File: src/rtl/int_flag_ctrl.sv
// Interrupt priority controller with a nested save/restore stack for the
// carry/zero flags; one request in flight, nesting only for higher priority.
module int_flag_ctrl #(
  parameter int NSRC  = 4,
  parameter int DEPTH = 4
) (
  input  logic                       clk,
  input  logic                       rst,
  input  logic                       clk_en,
  input  logic [NSRC-1:0]            irq_i,
  input  logic [NSRC-1:0]            irq_en_i,
  input  logic                       gie_i,
  input  logic                       bnd_i,
  input  logic                       c_i,
  input  logic                       z_i,
  input  logic                       reti_i,
  input  logic                       int_ack_i,
  output logic                       int_req_o,
  output logic [$clog2(NSRC)-1:0]    int_vec_o,
  output logic [NSRC-1:0]            irq_clr_o,
  output logic                       iwe_o,
  output logic                       intc_o,
  output logic                       intz_o,
  output logic [$clog2(DEPTH+1)-1:0] depth_o,
  output logic                       err_o
);

  localparam int IW = $clog2(NSRC);
  localparam int DW = $clog2(DEPTH + 1);
  localparam int AW = (DEPTH > 1) ? $clog2(DEPTH) : 1;
  localparam logic [DW-1:0] DMAX = DW'(DEPTH);

  typedef enum logic [1:0] {IDLE, REQ, SAVE, RESTORE} state_t;

  state_t          r_state;
  state_t          w_nxt;
  logic [DW-1:0]   r_depth;
  logic            r_err;
  logic [IW-1:0]   r_vec;
  logic            r_stk_c  [DEPTH];
  logic            r_stk_z  [DEPTH];
  logic [IW-1:0]   r_stk_id [DEPTH];

  logic [AW-1:0]   w_top;
  logic [AW-1:0]   w_push;
  logic [IW-1:0]   w_top_id;
  logic [NSRC-1:0] w_elig;
  logic [IW-1:0]   w_sel;
  logic            w_any;
  logic            w_latch;
  logic            w_err_set;

  assign w_top    = AW'(r_depth - DW'(1));
  assign w_push   = AW'(r_depth);
  assign w_top_id = r_stk_id[w_top];

  // Only strictly higher-priority sources may preempt the one in service.
  always_comb begin
    w_elig = '0;
    for (int i = 0; i < NSRC; i++) begin
      w_elig[i] = irq_i[i] & irq_en_i[i] & gie_i
                & ((r_depth == '0) || (IW'(i) < w_top_id))
                & (r_depth < DMAX);
    end
  end

  always_comb begin
    w_sel = '0;
    w_any = 1'b0;
    for (int i = NSRC - 1; i >= 0; i--) begin
      if (w_elig[i]) begin
        w_sel = IW'(i);
        w_any = 1'b1;
      end
    end
  end

  always_comb begin
    w_nxt     = r_state;
    w_latch   = 1'b0;
    w_err_set = 1'b0;
    case (r_state)
      IDLE: begin
        if (reti_i) begin
          if (r_depth != '0) w_nxt = RESTORE;
          else               w_err_set = 1'b1;
        end else if (bnd_i && w_any) begin
          w_nxt   = REQ;
          w_latch = 1'b1;
        end
      end
      REQ: begin
        w_err_set = reti_i;
        if (int_ack_i) w_nxt = SAVE;
      end
      SAVE: begin
        w_err_set = reti_i;
        w_nxt     = IDLE;
      end
      RESTORE: w_nxt = IDLE;
      default: w_nxt = IDLE;
    endcase
  end

  always_ff @(posedge clk or negedge rst) begin
    if (!rst) begin
      r_state <= IDLE;
      r_depth <= '0;
      r_err   <= 1'b0;
      r_vec   <= '0;
      for (int k = 0; k < DEPTH; k++) begin
        r_stk_c[k]  <= 1'b0;
        r_stk_z[k]  <= 1'b0;
        r_stk_id[k] <= '0;
      end
    end else if (clk_en) begin
      r_state <= w_nxt;
      if (w_latch)   r_vec <= w_sel;
      if (w_err_set) r_err <= 1'b1;
      if (r_state == SAVE) begin
        r_stk_c[w_push]  <= c_i;
        r_stk_z[w_push]  <= z_i;
        r_stk_id[w_push] <= r_vec;
        r_depth          <= r_depth + DW'(1);
      end else if (r_state == RESTORE) begin
        r_depth <= r_depth - DW'(1);
      end
    end
  end

  // Pulses are qualified by clk_en so a stalled cycle emits nothing.
  assign int_req_o = (r_state == REQ);
  assign int_vec_o = r_vec;
  assign irq_clr_o = ((r_state == SAVE) && clk_en) ? (NSRC'(1) << r_vec) : '0;
  assign iwe_o     = (r_state == RESTORE) && clk_en;
  assign intc_o    = iwe_o & r_stk_c[w_top];
  assign intz_o    = iwe_o & r_stk_z[w_top];
  assign depth_o   = r_depth;
  assign err_o     = r_err;

endmodule

File: config.mk
export PLATFORM = sky130hd
export DESIGN_NAME = int_flag_ctrl
export DESIGN_NICKNAME = d
export VERILOG_FILES = /design/src/rtl/int_flag_ctrl.sv
export SDC_FILE = /design/constraint.sdc
export NUM_CORES = 1
export LEC_CHECK = 0
export CAP_MARGIN = 30
export CORE_ASPECT_RATIO = 0.7
export CORE_MARGIN = 2
export CORE_UTILIZATION = 56
export CTS_BUF_LIST = sky130_fd_sc_hd__clkbuf_4 sky130_fd_sc_hd__clkbuf_8
export CTS_CLUSTER_DIAMETER = 50
export DETAILED_ROUTE_END_ITERATION = 8
export GPL_ROUTABILITY_DRIVEN = 0
export PLACE_DENSITY = 0.87
export RECOVER_POWER = 100
export SETUP_SLACK_MARGIN = 0.05
export SLEW_MARGIN = 10
export SYNTH_ARGS = -nofsm -noshare
export SYNTH_HDL_FRONTEND = slang
export SYNTH_SLANG_ARGS = --single-unit
File: constraint.sdc
create_clock -name clk -period 6.5 [get_ports clk]
set_clock_uncertainty 0.15 [all_clocks]
set_input_delay 0.975 -clock clk [delete_from_list [all_inputs] [get_ports clk]]
set_output_delay 0.975 -clock clk [all_outputs]
set_load 0.005 [all_outputs]
After elaboration in Yosys (flattened, before gate mapping)
Index checks and enable logic that the tools add are counted.
- input bits: 17
- output and inout port bits: 14
- logic and storage cells: 110
- register bits: 24
- add/sub/neg operators: 2
- eq/ne operators: 6
- order comparisons: 8
- reduce and logical (&&, ||, !) cells: 19
- bitwise gates (word level): 20
- shifts and indexed selects: 1
- muxes and demuxes: 38
- operators with widths (operator ; count):
    $mux W2 ; 11
    $and A1 B1 Y1 ; 18
    $mux W1 ; 14
    $bwmux W4 ; 2
    $bwmux W8 ; 1
    $reduce_and A2 Y1 ; 4
    $ge A3 B3 Y1 const B ; 2
    $mux W3 ; 2
    $ne A3 B3 Y1 const B ; 2
    $not A2 Y3 ; 2
    $pmux W2 S3 ; 1
    $bmux W1 S2 ; 2
    $bmux W2 S2 ; 1
    $demux W2 S2 ; 1
    $eq A2 B2 Y1 const B ; 2
    $logic_and A1 B1 Y1 ; 4
    $logic_or A1 B1 Y1 ; 4
    $lt A1 B2 Y1 const A ; 2
    $lt A2 B2 Y1 const A ; 2
    $mux W4 ; 1
    $reduce_and A4 Y1 ; 1
    $reduce_or A2 Y1 ; 2
    $shl A1 B2 Y4 const A ; 1
    $add A3 B1 Y3 const B ; 1
    other kinds (11) ; 11

Depth between registers and ports, before layout
Gate-level depths: netlist (run 1).
- depth in word-level cells: 18
- mapped depth: 9
- depth with buffers taken out: 7

Worst setup path before layout (run 1)
OpenSTA, ideal clock, no wires.
- path kind: reg-to-output
- start point: register r_depth[0], in the netlist depth_o[0]
- end point: output intc_o
- arrival: 1459 ps
- cell stages (with the launch flop): 7
- slack: 3916 ps
- buffers on the path: 2
- required time: 5375 ps
- cells stage by stage: dfrtp_1 buf_6 inv_1 ha_1 clkbuf_8 mux4_1 and2_1
- cells in the longest elaborated chain, start to end: 6
- ends and longest elaborated chain (item ; line ; RTL):
    start, declared ; 37 ; logic [DW-1:0] r_depth;
    start signal, assigned ; 124 ; r_depth <= r_depth + DW'(1);
    start signal, assigned ; 126 ; r_depth <= r_depth - DW'(1);
    $sub A3 B1 Y3 ; n/a ;
    net w_top[0] ; 44 ; logic [AW-1:0] w_top;
    $not A2 Y3 (implied by the code) ; 136 ; assign intc_o = iwe_o & r_stk_c[w_top];
    $bmux W1 S2 ; 136 ;
    $mux W1 (implied by the code) (2 in a row) ; 136 ;
    $and A1 B1 Y1 ; 136 ;
    end, declared ; 22 ; output logic intc_o,
The timed path passes the listed nets, and every way through them passes these cells. The select of a mux whose other input is x is not followed.

Worst setup path in the final report (run 1)
- start point: input clk_en
- end point: output irq_clr_o[3]
- cells in the longest elaborated chain, start to end: 2
- ends and longest elaborated chain (item ; line ; RTL):
    start, declared ; 9 ; input logic clk_en,
    $logic_and A1 B1 Y1 ; 134 ; assign irq_clr_o = ((r_state == SAVE) && clk_en) ? (NSRC'(1) << r_vec) : '0;
    $mux W4 ; 134 ;
    end, declared ; 20 ; output logic [NSRC-1:0] irq_clr_o,
No other way between the ends.

==> metrics, run 1 <==
status=finished, final reports clean; crit-path most repeated cell=dlygate4sd3_1; hold path startpoint=err_o; Cell Rows=15; largest family of logic cells by synthesized area=multiplexers; simple-gate share of the synthesized area=14.0%; Post-Syn Instances=120; initial antenna violation count=0; hold-critical path depth=1; Antenna diodes=0; hold crit path type=flip-flop to flip-flop; Reg2Reg Setup Slack=3.58 ns; syn_nets=148; pwr dens=381 nW/µm²; vias per std cell=5.72; final instance area=1850 µm²; Cell Area, Placed=1790 µm²; maximum vdd drop=200 µV; area grow syn2layout=26.2%; CP peak stage delay=0.68 ns; clock-pin slew on the worst setup and hold paths=0.08 ns; crit path DAT=2.77 ns; drt first pass iters=4; Iteration-0 DRC Markers=39; Netlist Area Pre-Place=1460 µm²; Layout Cells excl Fill=186; RSZ-0062 raised after global routing=false; complex-gate fraction of the synthesized area=6.07%; worst path cell trace=dlygate4sd3_1, and2_0, and3_1, dlygate4sd3_1; WP buf/inv=2; Worst-Skew Late Latency=0.26 ns; Max Slew Vio Count=0; GR Overflow Total=0; Post-Synth XOR/XNOR Area=1.79%; sequential-to-total area share from yosys stat=41.0%; Peak Freq=0.257 GHz; Final Hold Fails=0; final net count=181; Tmin final=3.89 ns; Lkg Pwr=0.865 nW; hold buffer count at CTS=0; post_cts resized=0; root cell of the clock tree=clkbuf_8; DRC=0; critical path fanouts, max=7; Filler Cells Inserted=165; total clock sinks=24; r2r endpoint=r_state[0]; Setup-failing EPs final=0; CP delay by family, top=buffers and inverters; GRT Total Usage=22.8%; CTS H-tree depth=1; Worst Hold Path EP=err_o; max_slew headroom=49.1%; clk buf depth=2; placed cells=182; Setup crit end kind=output port; Die W=65.1 µm; mux cell area share after synthesis=24.2%; vias in the first global route=1050; TritonCTS clock tree=yes; layout cells sized above 1=20.4%; routed len/inst=16.9 µm; slowest CP cell=dlygate4sd3_1; final worst-path cycle share=59.9%; final wirelength=3.14 mm; chip height=46.8 µm; core area=2480 µm²; Post-CTS Setup Repair Bufs=0; Synth warnings=0; startpoint class of the critical path=input port; area share of fa/ha/maj cells after synthesis=9.40%; reg2reg path depth=7; worst path required time=5.37 ns; Fin Setup TNS=0 ns; MaxCap Viol Count=0; via count=1063; actual slew at the worst max-slew pin=0.763 ns; I/O Pins=31; Synth cell types=39; largest net degree at the start of global routing=15; full die area=3050 µm²; starting density of the core=59.1%; cts bufs inserted=3; first-pass GRT wire length=5.04 mm; Setup CP Type=input port to output port; post-synthesis average cell area=12.2 µm²; r2r startpoint=depth_o[0]; Antenna Nets Post-Route=0; Buffers on Ports=30; Yosys reg bits=24
[metrics by stage]
step                      setup WS, ns  power, mW  hold WS, ns  util [%]
final                             2.61      0.704        0.314      74.5
after global routing              2.51      0.753        0.338      74.5
after CTS                         2.76      0.717        0.326      75.3
after detailed placement          2.79      0.587        0.307      72.4
after global placement            2.84      0.566        0.305      71.8
after floorplan                   3.92      0.489        0.316         -
[worst max-delay path by stage]
| stage | start | end | slack [ns] | cells after the start |
|---|---|---|---|---|
| 5_1_grt | depth_o[0] | intz_o | 2.51 | 5 |
| 2_1_floorplan | depth_o[0] | intc_o | 3.92 | 6 |
| 6_report | clk_en | irq_clr_o[3] | 2.61 | 4 |
| 4_1_cts | depth_o[0] | intz_o | 2.76 | 5 |
| 3_5_place_dp | clk_en | irq_clr_o[3] | 2.79 | 4 |
| 3_3_place_gp | clk_en | irq_clr_o[3] | 2.84 | 4 |
[registers in the layout (all words and copies together) (netlist names)]
| register | count |
|---|---|
| err_o | 1 |
| r_stk_c | 4 |
| r_stk_z | 4 |
| r_stk_id | 8 |
| depth_o | 3 |
| r_state | 2 |
| int_vec_o | 2 |
[metal layers]
metal	vias up	track usage, %	share of wire, %
li1	495	-	-
met1	523	28.7	45
met2	37	41.4	48
met3	8	5.28	5.5
met4	0	5.42	1.3
met5	-	0	0
[cell type report]
class / instances / area (µm²) / share of cell area, %
clock inverters: 1 / 30.0 / 1.63
flip-flops and latches: 24 / 601 / 32.5
multi-input cells: 87 / 806 / 43.6
well taps: 34 / 42.5 / 2.30
inverters: 6 / 22.5 / 1.22
repair buffers: 31 / 304 / 16.5
clock buffers: 3 / 41.3 / 2.24
[synth_stat cells]
cell       count  area, µm²
xor2_1         2       17.5
and4b_2        2       22.5
buf_6          1       11.3
dfrtp_1       24        601
mux4_1         2       52.6
xnor2_1        1       8.76
nand3_1        5       25.0
mux2i_1        5       50.1
nand2_1       10       37.5
or2_2          1       6.26
and2b_1        1       7.51
mux2_1         1       11.3
inv_1          6       22.5
a31oi_2        1       12.5
or2b_2         1       8.76
nor2_1         3       11.3
a31o_2         1       8.76
mux2_2        16        180
a31oi_4        1       21.3
a21oi_1        3       15.0
nand4_1        1       6.26
nor2b_1        1       6.26
and2_1         3       18.8
mux4_2         2       45.0
nor3_1         1       5.00
ha_1          11        138
clkbuf_1       1       3.75
o21a_1         1       7.51
clkbuf_8       1       13.8
o21ai_0        1       5.00
o2111ai_1      1       8.76
mux2_4         1       15.0
nand4b_1       1       8.76
and2_4         1       8.76
nand2b_1       2       12.5
and3_1         1       6.26
and2_0         1       6.26
nor3b_1        1       7.51
o22a_2         1       10.0
[power breakdown]
| group | switching, mW | leakage, nW | total [mW] | internal, mW |
|---|---|---|---|---|
| clock | 0.0455 | 0.0357 | 0.128 | 0.0822 |
| sequential | 0.0614 | 0.307 | 0.264 | 0.203 |
| combinational | 0.140 | 0.522 | 0.312 | 0.172 |
| total | 0.247 | 0.865 | 0.704 | 0.457 |
[placed cells by master (no fill, tap or decap), types with 2 or more instances in the layout]
| cell type | count |
|---|---|
| a21oi_1 | 3 |
| and4b_2 | 2 |
| dlygate4sd3_1 | 15 |
| clkbuf_8 | 3 |
| mux2_2 | 16 |
| clkdlybuf4s50_1 | 15 |
| mux4_1 | 2 |
| xor2_1 | 2 |
| mux4_2 | 2 |
| nand3_1 | 5 |
| and2_1 | 2 |
| and2_0 | 2 |
| ha_1 | 11 |
| nand2_1 | 10 |
| inv_1 | 6 |
| nor2_1 | 3 |
| dfrtp_1 | 24 |
| nand2b_1 | 2 |
| mux2i_1 | 5 |
[worst reg2reg max path: cells and delay by family, from the launching register on]
| family | cells | cell delay, ns |
|---|---|---|
| buf+inv | 1 | 0.19 |
| compound gates | 3 | 0.68 |
| flops | 1 | 0.64 |
| fa+ha+maj | 1 | 0.53 |
| mux | 2 | 0.62 |
[kinds of logic after synthesis]
family / Yosys count
AND/OR/NAND/NOR: 36
multiplexers: 27
flip-flops: 24
adder cells (fa/ha/maj): 11
AO/OA/AOI/OAI: 10
buffers and inverters: 9
XOR/XNOR: 3
Note: power is estimated with default switching activity, not from simulation.
==> run 2: changes to the inputs <==
- CORE_UTILIZATION: 56 -> 47
- PLACE_DENSITY: 0.87 -> 0.78
- clock period: 6.5 -> 3.54 ns (I/O delays scaled with it)
==> metrics, run 2 (synthesis gave the netlist of run 1 again) <==
status=finished, final reports clean (unchanged); Worst Hold Path EP=err_o (unchanged); WP buf/inv=2 (unchanged); worst path required time=2.86 ns (was 5.37 ns); Max Slew Vio Count=0 (unchanged); Fin Setup TNS=0 ns (unchanged); Tmin final=3.20 ns; Final Hold Fails=0 (unchanged); hold buffer count at CTS=0 (unchanged); critical path fanouts, max=10 (was 7); pwr dens=668 nW/µm² (was 381 nW/µm²); vias per std cell=5.49 (was 5.72); hold crit path type=flip-flop to flip-flop (unchanged); Cell Area, Placed=1810 µm² (was 1790 µm²); slowest CP cell=dfrtp_1 (was dlygate4sd3_1); chip height=50.7 µm (was 46.8 µm); r2r startpoint=depth_o[0] (unchanged); Clock Power Share=13.0% (was 18.1%); Peak Freq=0.313 GHz; area grow syn2layout=24.3% (was 26.2%); layout cells sized above 1=19.9% (was 20.4%); final instance area=1820 µm² (was 1850 µm²); r2r endpoint=r_state[0] (unchanged); combinational share of power=46.7% (was 44.3%); core area=2880 µm² (was 2480 µm²); Buffers on Ports=30 (unchanged); Cell Rows=16 (was 15); largest net degree at the start of global routing=18 (was 15); CTS H-tree depth=1 (unchanged); Lkg Pwr=0.844 nW (was 0.865 nW); DRC=0 (unchanged); Setup crit end kind=output port (unchanged); Sw Ratio=37.0% (was 35.0%); GRT Total Usage=19.3% (was 22.8%); crit path from=depth_o[0] (was clk_en); Int Pwr=766 µW (was 457 µW); total clock sinks=24 (unchanged); CP delay by family, top=flip-flops (was buffers and inverters); most frequent cells in the layout=24 x dfrtp_1, 17 x clkdlybuf4s50_1, 16 x mux2_2, 13 x dlygate4sd3_1, 11 x ha_1 (was 24 x dfrtp_1, 16 x mux2_2, 15 x clkdlybuf4s50_1, 15 x dlygate4sd3_1, 11 x ha_1); Antenna diodes=0 (unchanged); Post-CTS Setup Repair Bufs=0 (unchanged); routed len/inst=17.1 µm (was 16.9 µm); final wirelength=3.19 mm (was 3.14 mm); Iteration-0 DRC Markers=37 (was 39); clk buf depth=2 (unchanged); drt first pass iters=5 (was 4); crit path DAT=2.52 ns (was 2.77 ns); maximum vdd drop=309 µV (was 200 µV); worst hold slack=0.328 ns (was 0.314 ns); max_slew headroom=39.5% (was 49.1%); startpoint class of the critical path=flip-flop (was input port); Flop pwr share=40.3% (was 37.6%); root cell of the clock tree=clkbuf_8 (unchanged); GR Overflow Total=0 (unchanged); I/O Pins=31 (unchanged); initial antenna violation count=0 (unchanged); Worst-Skew Late Latency=0.26 ns (about the same); starting density of the core=50.8% (was 59.1%); most common cell after layout, fill and taps aside=dfrtp_1 (unchanged); via count=1026 (was 1063); post_cts resized=0 (unchanged); hold-critical path depth=1 (unchanged); Setup CP Type=flip-flop to output port (was input port to output port); full die area=3580 µm² (was 3050 µm²); reg2reg path depth=7 (unchanged); RSZ-0062 raised after global routing=false (unchanged); Antenna Nets Post-Route=0 (unchanged); final worst-path cycle share=90.4%; cts bufs inserted=3 (unchanged); biggest regs=r_stk_id x8, r_stk_c x4, r_stk_z x4 (unchanged); Setup-failing EPs final=0 (unchanged); placed cells=184 (was 182); TritonCTS clock tree=yes (unchanged); hold path startpoint=err_o (unchanged); switching power=450 µW (was 247 µW); hpwl dp=2.58 mm; Die W=70.7 µm (was 65.1 µm); Top reg by flops=r_stk_id (unchanged); worst path cell trace=inv_1, ha_1, mux4_1, and2_1, clkdlybuf4s50_1 (was dlygate4sd3_1, and2_0, and3_1, dlygate4sd3_1); actual slew at the worst max-slew pin=0.907 ns (was 0.763 ns); Filler Cells Inserted=222 (was 165); CP peak stage delay=0.62 ns (was 0.68 ns); Layout Cells excl Fill=187 (was 186); first-pass GRT wire length=5.29 mm (was 5.04 mm); max reg flops=8 (unchanged); vias in the first global route=1023 (was 1050); MaxCap Viol Count=0 (unchanged); Final Util=63.1% (was 74.5%); Reg2Reg Setup Slack=0.72 ns (was 3.58 ns); clock-pin slew on the worst setup and hold paths=0.08 ns (about the same); final net count=181 (unchanged)
-- run 2: how the worst max path moves through the flow --
stage	end	slack [ns]	cells past startpoint
finish	intc_o	0.34	5
global placement	intz_o	0.74	5
floorplan	r_state[0]	1.17	9
detailed placement	intc_o	0.61	5
CTS	intc_o	0.31	5
global route	intz_o	0.22	5
-- run 2: final cells by class --
cell class	instances	area, µm²	area share (%)
Tap cell	36	45.0	2.48
Timing Repair Buffer	31	304	16.7
Inverter	6	22.5	1.24
Multi-Input combinational cell	87	806	44.3
Clock buffer	3	41.3	2.27
Sequential cell	24	601	33.0
-- run 2: through the flow --
step / total power [mW] / setup WS [ns]
after CTS: 1.24 / 0.315
after global routing: 1.31 / 0.216
final: 1.22 / 0.341
after detailed placement: 1.09 / 0.610
after floorplan: 0.897 / 1.17
after global placement: 1.04 / 0.742
-- run 2: power by group through the flow --
stage	clock, mW	combinational [mW]	sequential, mW
after global routing	0.176	0.628	0.508
after detailed placement	0	0.590	0.496
final	0.158	0.568	0.490
after global placement	0	0.558	0.483
after floorplan	0	0.460	0.438
after CTS	0.160	0.595	0.490
-- run 2: layer usage --
| metal | share of wire, % | routed length, µm | vias up | global-route usage (%) |
|---|---|---|---|---|
| met5 | 0 | 0 | - | 0 |
| met1 | 48 | 1540 | 510 | 26.2 |
| met4 | 0.38 | 12 | 0 | 2.83 |
| met3 | 3.4 | 107 | 2 | 4.22 |
| met2 | 48 | 1530 | 21 | 32.6 |
| li1 | - | - | 493 | - |
-- run 2: worst register-to-register path: stages (launching register included) --
cell and delay, ns:
dfrtp_1 0.62, inv_1 0.18, ha_1 0.51, mux4_2 0.27, a21oi_1 0.07, o21a_1 0.22
a31oi_1 0.36, mux2_4 0.33
==> RTL change 1, RTL diff (flow settings as in run 2) <==
Re-encode `state_t` (4 states) as one-hot, 4 bits wide.
--- a/src/rtl/int_flag_ctrl.sv
+++ b/src/rtl/int_flag_ctrl.sv
@@ -30,7 +30,7 @@
   localparam int AW = (DEPTH > 1) ? $clog2(DEPTH) : 1;
   localparam logic [DW-1:0] DMAX = DW'(DEPTH);
 
-  typedef enum logic [1:0] {IDLE, REQ, SAVE, RESTORE} state_t;
+  typedef enum logic [3:0] {IDLE = 4'b0001, REQ = 4'b0010, SAVE = 4'b0100, RESTORE = 4'b1000} state_t;
 
   state_t          r_state;
   state_t          w_nxt;
Behaviour: no difference found for any inputs over 10 cycles, from zero or initial values and one cycle with rst low; not proved beyond that.
==> RTL change 1 against run 2 <==
  * Count of clock-buffer cells in the layout grew 1
  * Area after synthesis grew 8.1%
  * Combinational power shrank 29%
  * Core utilization shrank 2.0 points
  * Sequential cell count grew 2
  * Via count grew 15%
  * Clock power grew 22%
  * Routed wire length grew 9.2%
  * Maximum frequency grew 0.68%
  * Design area grew 7.1%
  * Critical path depth shrank 1
  * Die area grew 7.6%
  * Worst setup slack gained 0.022 ns
  * Total power shrank 19%
  * Critical endpoint is now intz_o
  * Largest cell class unchanged
==> RTL change 1: results (changes against run 2) <==
[synth]
synth.area.top_cells = dfrtp_1, mux2_2, ha_1, mux4_1, mux4_2  ; was dfrtp_1, mux2_2, ha_1, mux4_1, mux2i_1
yosys-top-cells-count = dfrtp_1, mux2_2, nand2_1  ; was dfrtp_1, mux2_2, ha_1
async_flop_share_pct = 100  ; unchanged
ys_seq_area_share_pct = 41.2  ; was 41.0%
synth.distinct_cells = 44  ; was 39
syn_inst = 136  ; was 120
synth_edf_count = 0  ; unchanged
synth_nets = 158  ; was 148
yosys_warnings = 0  ; unchanged

[power_and_ir_drop]
clkPwrFrac_pct = 19.5  ; was 13.0%
pg_clk_uw = 192  ; was 158 uW
p_leak_nw = 0.951  ; was 0.844 nW
p_sw_uw = 348  ; was 450 uW
peakVddDrop_uv = 268  ; was 309 uV
p_comb_share_pct = 41.0  ; was 46.7%

[place]
io_buffers = 30  ; unchanged
dpl.cell_count = 203  ; was 184
place_hpwl_um = 2740  ; was 2580 um
preCtsSetupSlack_ns = 0.579  ; was 0.610 ns

[clocking]
clockRootBuffer = clkbuf_8  ; unchanged
path_clk_slew_ns = 0.08  ; about the same
cts-htree-levels = 1  ; unchanged
cts_resized = 0  ; unchanged
clkLatencyLatePin_ns = 0.27
cts_setup_buffers = 0  ; unchanged
clockBufferDepth = 2  ; unchanged
cts_buffers = 3  ; unchanged

[status]
status = completed  ; unchanged

[routing]
totalWireLength_um = 3480  ; was 3190 um
via_per_inst = 5.68  ; was 5.49
drt-initial-drc-count = 70  ; was 37
firstDrtPassIters = 4  ; was 5
wl_per_cell_um = 16.8  ; was 17.1 um

[finish]
diodes = 0  ; unchanged
largest_register_ffs = 8  ; unchanged
layout-drive-gt1-share_pct = 20.7  ; was 19.9%
nets = 192  ; was 181
regMostFlops = r_stk_id  ; unchanged

[grt]
grt_pass1_wl_um = 5750  ; was 5290 um
antenna_found_initial = 0  ; unchanged
grt.total_usage_pct = 20.0  ; was 19.3%
grt_max_degree = 18  ; unchanged
grt_pass1_vias = 1174  ; was 1023

[sta]
slew-limit-headroom_pct = 36.0  ; was 39.5%

[min_path]
holdCritPathClass = register to register  ; unchanged

[worst_setup_path]
cp_max_fo = 10  ; unchanged

-- RTL change 1: cells by family (layout without fill, tap and decap cells) --
logic type	after synthesis	after routing	synth area share, %
AO/OA/AOI/OAI	24	24	11.2
flip-flops	26	26	41.2
buffers and inverters	11	44	3.32
AND/OR/NAND/NOR	44	44	18.4
adder cells (fa/ha/maj)	5	5	3.95
XOR/XNOR	2	2	1.11
multiplexers	24	24	20.8
-- RTL change 1: area by class of cell --
cell class / count / area (sq um)
multi-input combinational: 99 / 852
sequential: 26 / 652
tap: 38 / 47.5
clock buffer: 4 / 55.1
fill: 254 / 1240
timing repair buffer: 33 / 315
inverter: 7 / 26.3
-- RTL change 1: routing by layer --
layer | part of all wire [%] | wire (um) | track usage [%] | vias up
met3 | 5.4 | 189 | 5.19 | 4
met5 | 0 | 0 | 0 | -
met1 | 46 | 1610 | 26.2 | 573
li1 | - | - | - | 568
met2 | 48 | 1670 | 34.2 | 31
met4 | 0.55 | 19 | 3.33 | 0
-- RTL change 1: final timing paths --
| kind | startpoint | endpoint | slack (ns) | cells after the start |
|---|---|---|---|---|
| worst max-delay path | depth_o[0] | intz_o | 0.36 | 4 |
| worst min-delay path | err_o | err_o | 0.33 | 1 |
| worst max register to register | depth_o[0] | int_vec_o[0] | 0.90 | 6 |
| worst min register to register | err_o | err_o | 0.33 | 1 |
| max in group asynchronous | rst | r_state[0] | 1.39 | 3 |
| min in group asynchronous | rst | r_stk_c[0] | 0.48 | 1 |
-- RTL change 1: worst max-delay path, stage by stage (launching register included) --
cell and delay (ns):
dfrtp_1 0.36, clkbuf_1 0.49, mux4_1 0.62, and3_1 0.19, dlygate4sd3_1 0.57
==> RTL change 2, RTL diff (settings of run 2) <==
Without the edit above. Change the parameter `DEPTH` from 4 to 2.
--- a/src/rtl/int_flag_ctrl.sv
+++ b/src/rtl/int_flag_ctrl.sv
@@ -2,7 +2,7 @@
 // carry/zero flags; one request in flight, nesting only for higher priority.
 module int_flag_ctrl #(
   parameter int NSRC  = 4,
-  parameter int DEPTH = 4
+  parameter int DEPTH = 2
 ) (
   input  logic                       clk,
   input  logic                       rst,
Interface: changed (resized depth_o); port bits go from 31 to 30. The function was not compared with the original's and may differ.
==> RTL change 2 against run 2 <==
  * Total power is 36% lower
  * Sequential cell count is 9 lower
  * Routed wire length is 30% lower
  * Combinational power is 34% lower
  * Global-route usage is 1.3 points higher
  * Highest routed layer unchanged
  * Critical path depth is 1 lower
  * Largest cell class unchanged
  * Design area is 29% lower
  * Die area is 33% lower
  * Worst setup slack better by 0.39 ns
  * Synthesized cell count is 18% lower
  * Area after synthesis is 35% lower
  * Register-to-register slack better by 0.49 ns
  * Maximum frequency is 14% higher
==> RTL change 2: results (changes against run 2) <==
[grt]
grtUsageMet1_pct = 26.8  ; was 26.2%
grt_pass1_vias = 785  ; was 1023
grt_max_degree = 16  ; was 18
grt.total_usage_pct = 20.7  ; was 19.3%
grt_pass1_wl_um = 3710  ; was 5290 um
grtUsageMet3_pct = 6.85  ; was 4.22%
met2_usage_pct = 33.0  ; was 32.6%

[routing]
vias = 828  ; was 1026
firstDrtPassIters = 4  ; was 5
totalWireLength_um = 2220  ; was 3190 um
drt-initial-drc-count = 14  ; was 37

[clocking]
clkLatencyLatePin_ns = 0.29  ; was 0.26 ns
clockRootBuffer = clkbuf_4  ; was clkbuf_8

[finish]
layout.filler_cells = 160  ; was 222
multi_input_area_sq_um = 528  ; was 806 sq um
nets = 154  ; was 181
largest_register_ffs = 4  ; was 8
layout-drive-gt1-share_pct = 12.3  ; was 19.9%

[power_and_ir_drop]
peakVddDrop_uv = 446  ; was 309 uV
p_leak_nw = 0.603  ; was 0.844 nW
p_int_uw = 480  ; was 766 uW

[place]
placed_cell_area_sq_um = 1250  ; was 1810 sq um
io_buffers = 29  ; was 30
place_hpwl_um = 1760  ; was 2580 um

[min_path]
worstHoldPathCells = 2  ; was 1

[sta]
worst_pin_slew_ns = 0.714  ; was 0.907 ns

[synth]
synth.area.top_cells = dfrtp_1, ha_1, mux2_2, mux2i_1, o21ai_0  ; was dfrtp_1, mux2_2, ha_1, mux4_1, mux2i_1
synth.distinct_cells = 32  ; was 39
ys_seq_area_share_pct = 39.4  ; was 41.0%
synth_nets = 122  ; was 148
synth_ff_type = dfrtp_1  ; unchanged

[worst_setup_path]
crit_family = buffers and inverters  ; was flip-flops
cpMaxStageDelayCell = dlygate4sd3_1  ; was dfrtp_1
arrival_ns = 2.13  ; was 2.52 ns

[status]
status = completed  ; unchanged

[RTL change 2: cell types whose count changed in the layout (fill, tap and decap cells not counted), sizes merged, moves of 3 or more]
cell	before	now
mux2	18	8
dfrtp	24	15
o21ai	1	9
and2	5	0
ha	11	6
mux4	4	0
clkdlybuf4s50	17	14
inv	6	9
nand4	1	4
[RTL change 2: worst register-to-register path: stages (launching register included)]
cell     delay (ns)
dfrtp_1        0.54
inv_1          0.15
ha_1           0.26
inv_1          0.12
a31o_1         0.18
o22a_2         0.23
a31oi_1        0.24
mux2_1         0.35
[RTL change 2: cell families (layout without fill, tap and decap cells)]
group	Yosys count	in the layout	share of synthesized area, %
and+or+nand+nor	32	32	16.6
AOI/OAI and AO/OA	21	21	15.0
DFF	15	15	39.4
muxes	13	13	15.1
buffers and inverters	11	42	5.12
adders and majority gates	6	6	7.88
xor gates and xnor gates	1	1	0.920
[RTL change 2: power by group through the flow]
stage / combinational, mW / sequential [mW] / clock [mW]
floorplan: 0.287 / 0.267 / 0
global placement: 0.379 / 0.291 / 0
detailed placement: 0.387 / 0.296 / 0
CTS: 0.390 / 0.293 / 0.110
global route: 0.419 / 0.301 / 0.119
finish: 0.377 / 0.292 / 0.106
[RTL change 2: final timing paths]
kind	startpoint	slack, ns	endpoint
max	clk_en	0.73	irq_clr_o[2]
min	err_o	0.34	err_o
max in group asynchronous	rst	2.21	int_vec_o[1]
min in group asynchronous	rst	0.58	r_stk_z[0]
min reg2reg	err_o	0.34	err_o
max reg2reg	depth_o[0]	1.21	r_state[0]
[RTL change 2: final cells by class]
class / instances / area share, %
sequential: 15 / 29.2
multi-input combinational: 73 / 41.1
timing repair buffer: 29 / 22.6
inverter: 9 / 2.63
tap: 22 / 2.14
clock buffer: 4 / 2.34
[RTL change 2: stage by stage]
| stage | setup WS (ns) | std cells | hold WS (ns) |
|---|---|---|---|
| after floorplan | 1.52 | 99 | 0.0854 |
| final | 0.729 | 152 | 0.339 |
| after global placement | 0.906 | 148 | 0.309 |
| after detailed placement | 0.869 | 148 | 0.322 |
| after CTS | 0.872 | 152 | 0.343 |
| after global routing | 0.635 | 152 | 0.367 |
[RTL change 2: per-layer routing]
| metal | share of wire [%] | wire, um |
|---|---|---|
| met2 | 46 | 1030 |
| met3 | 5.2 | 116 |
| met5 | 0 | 0 |
| met1 | 48 | 1060 |
| met4 | 0.77 | 17 |
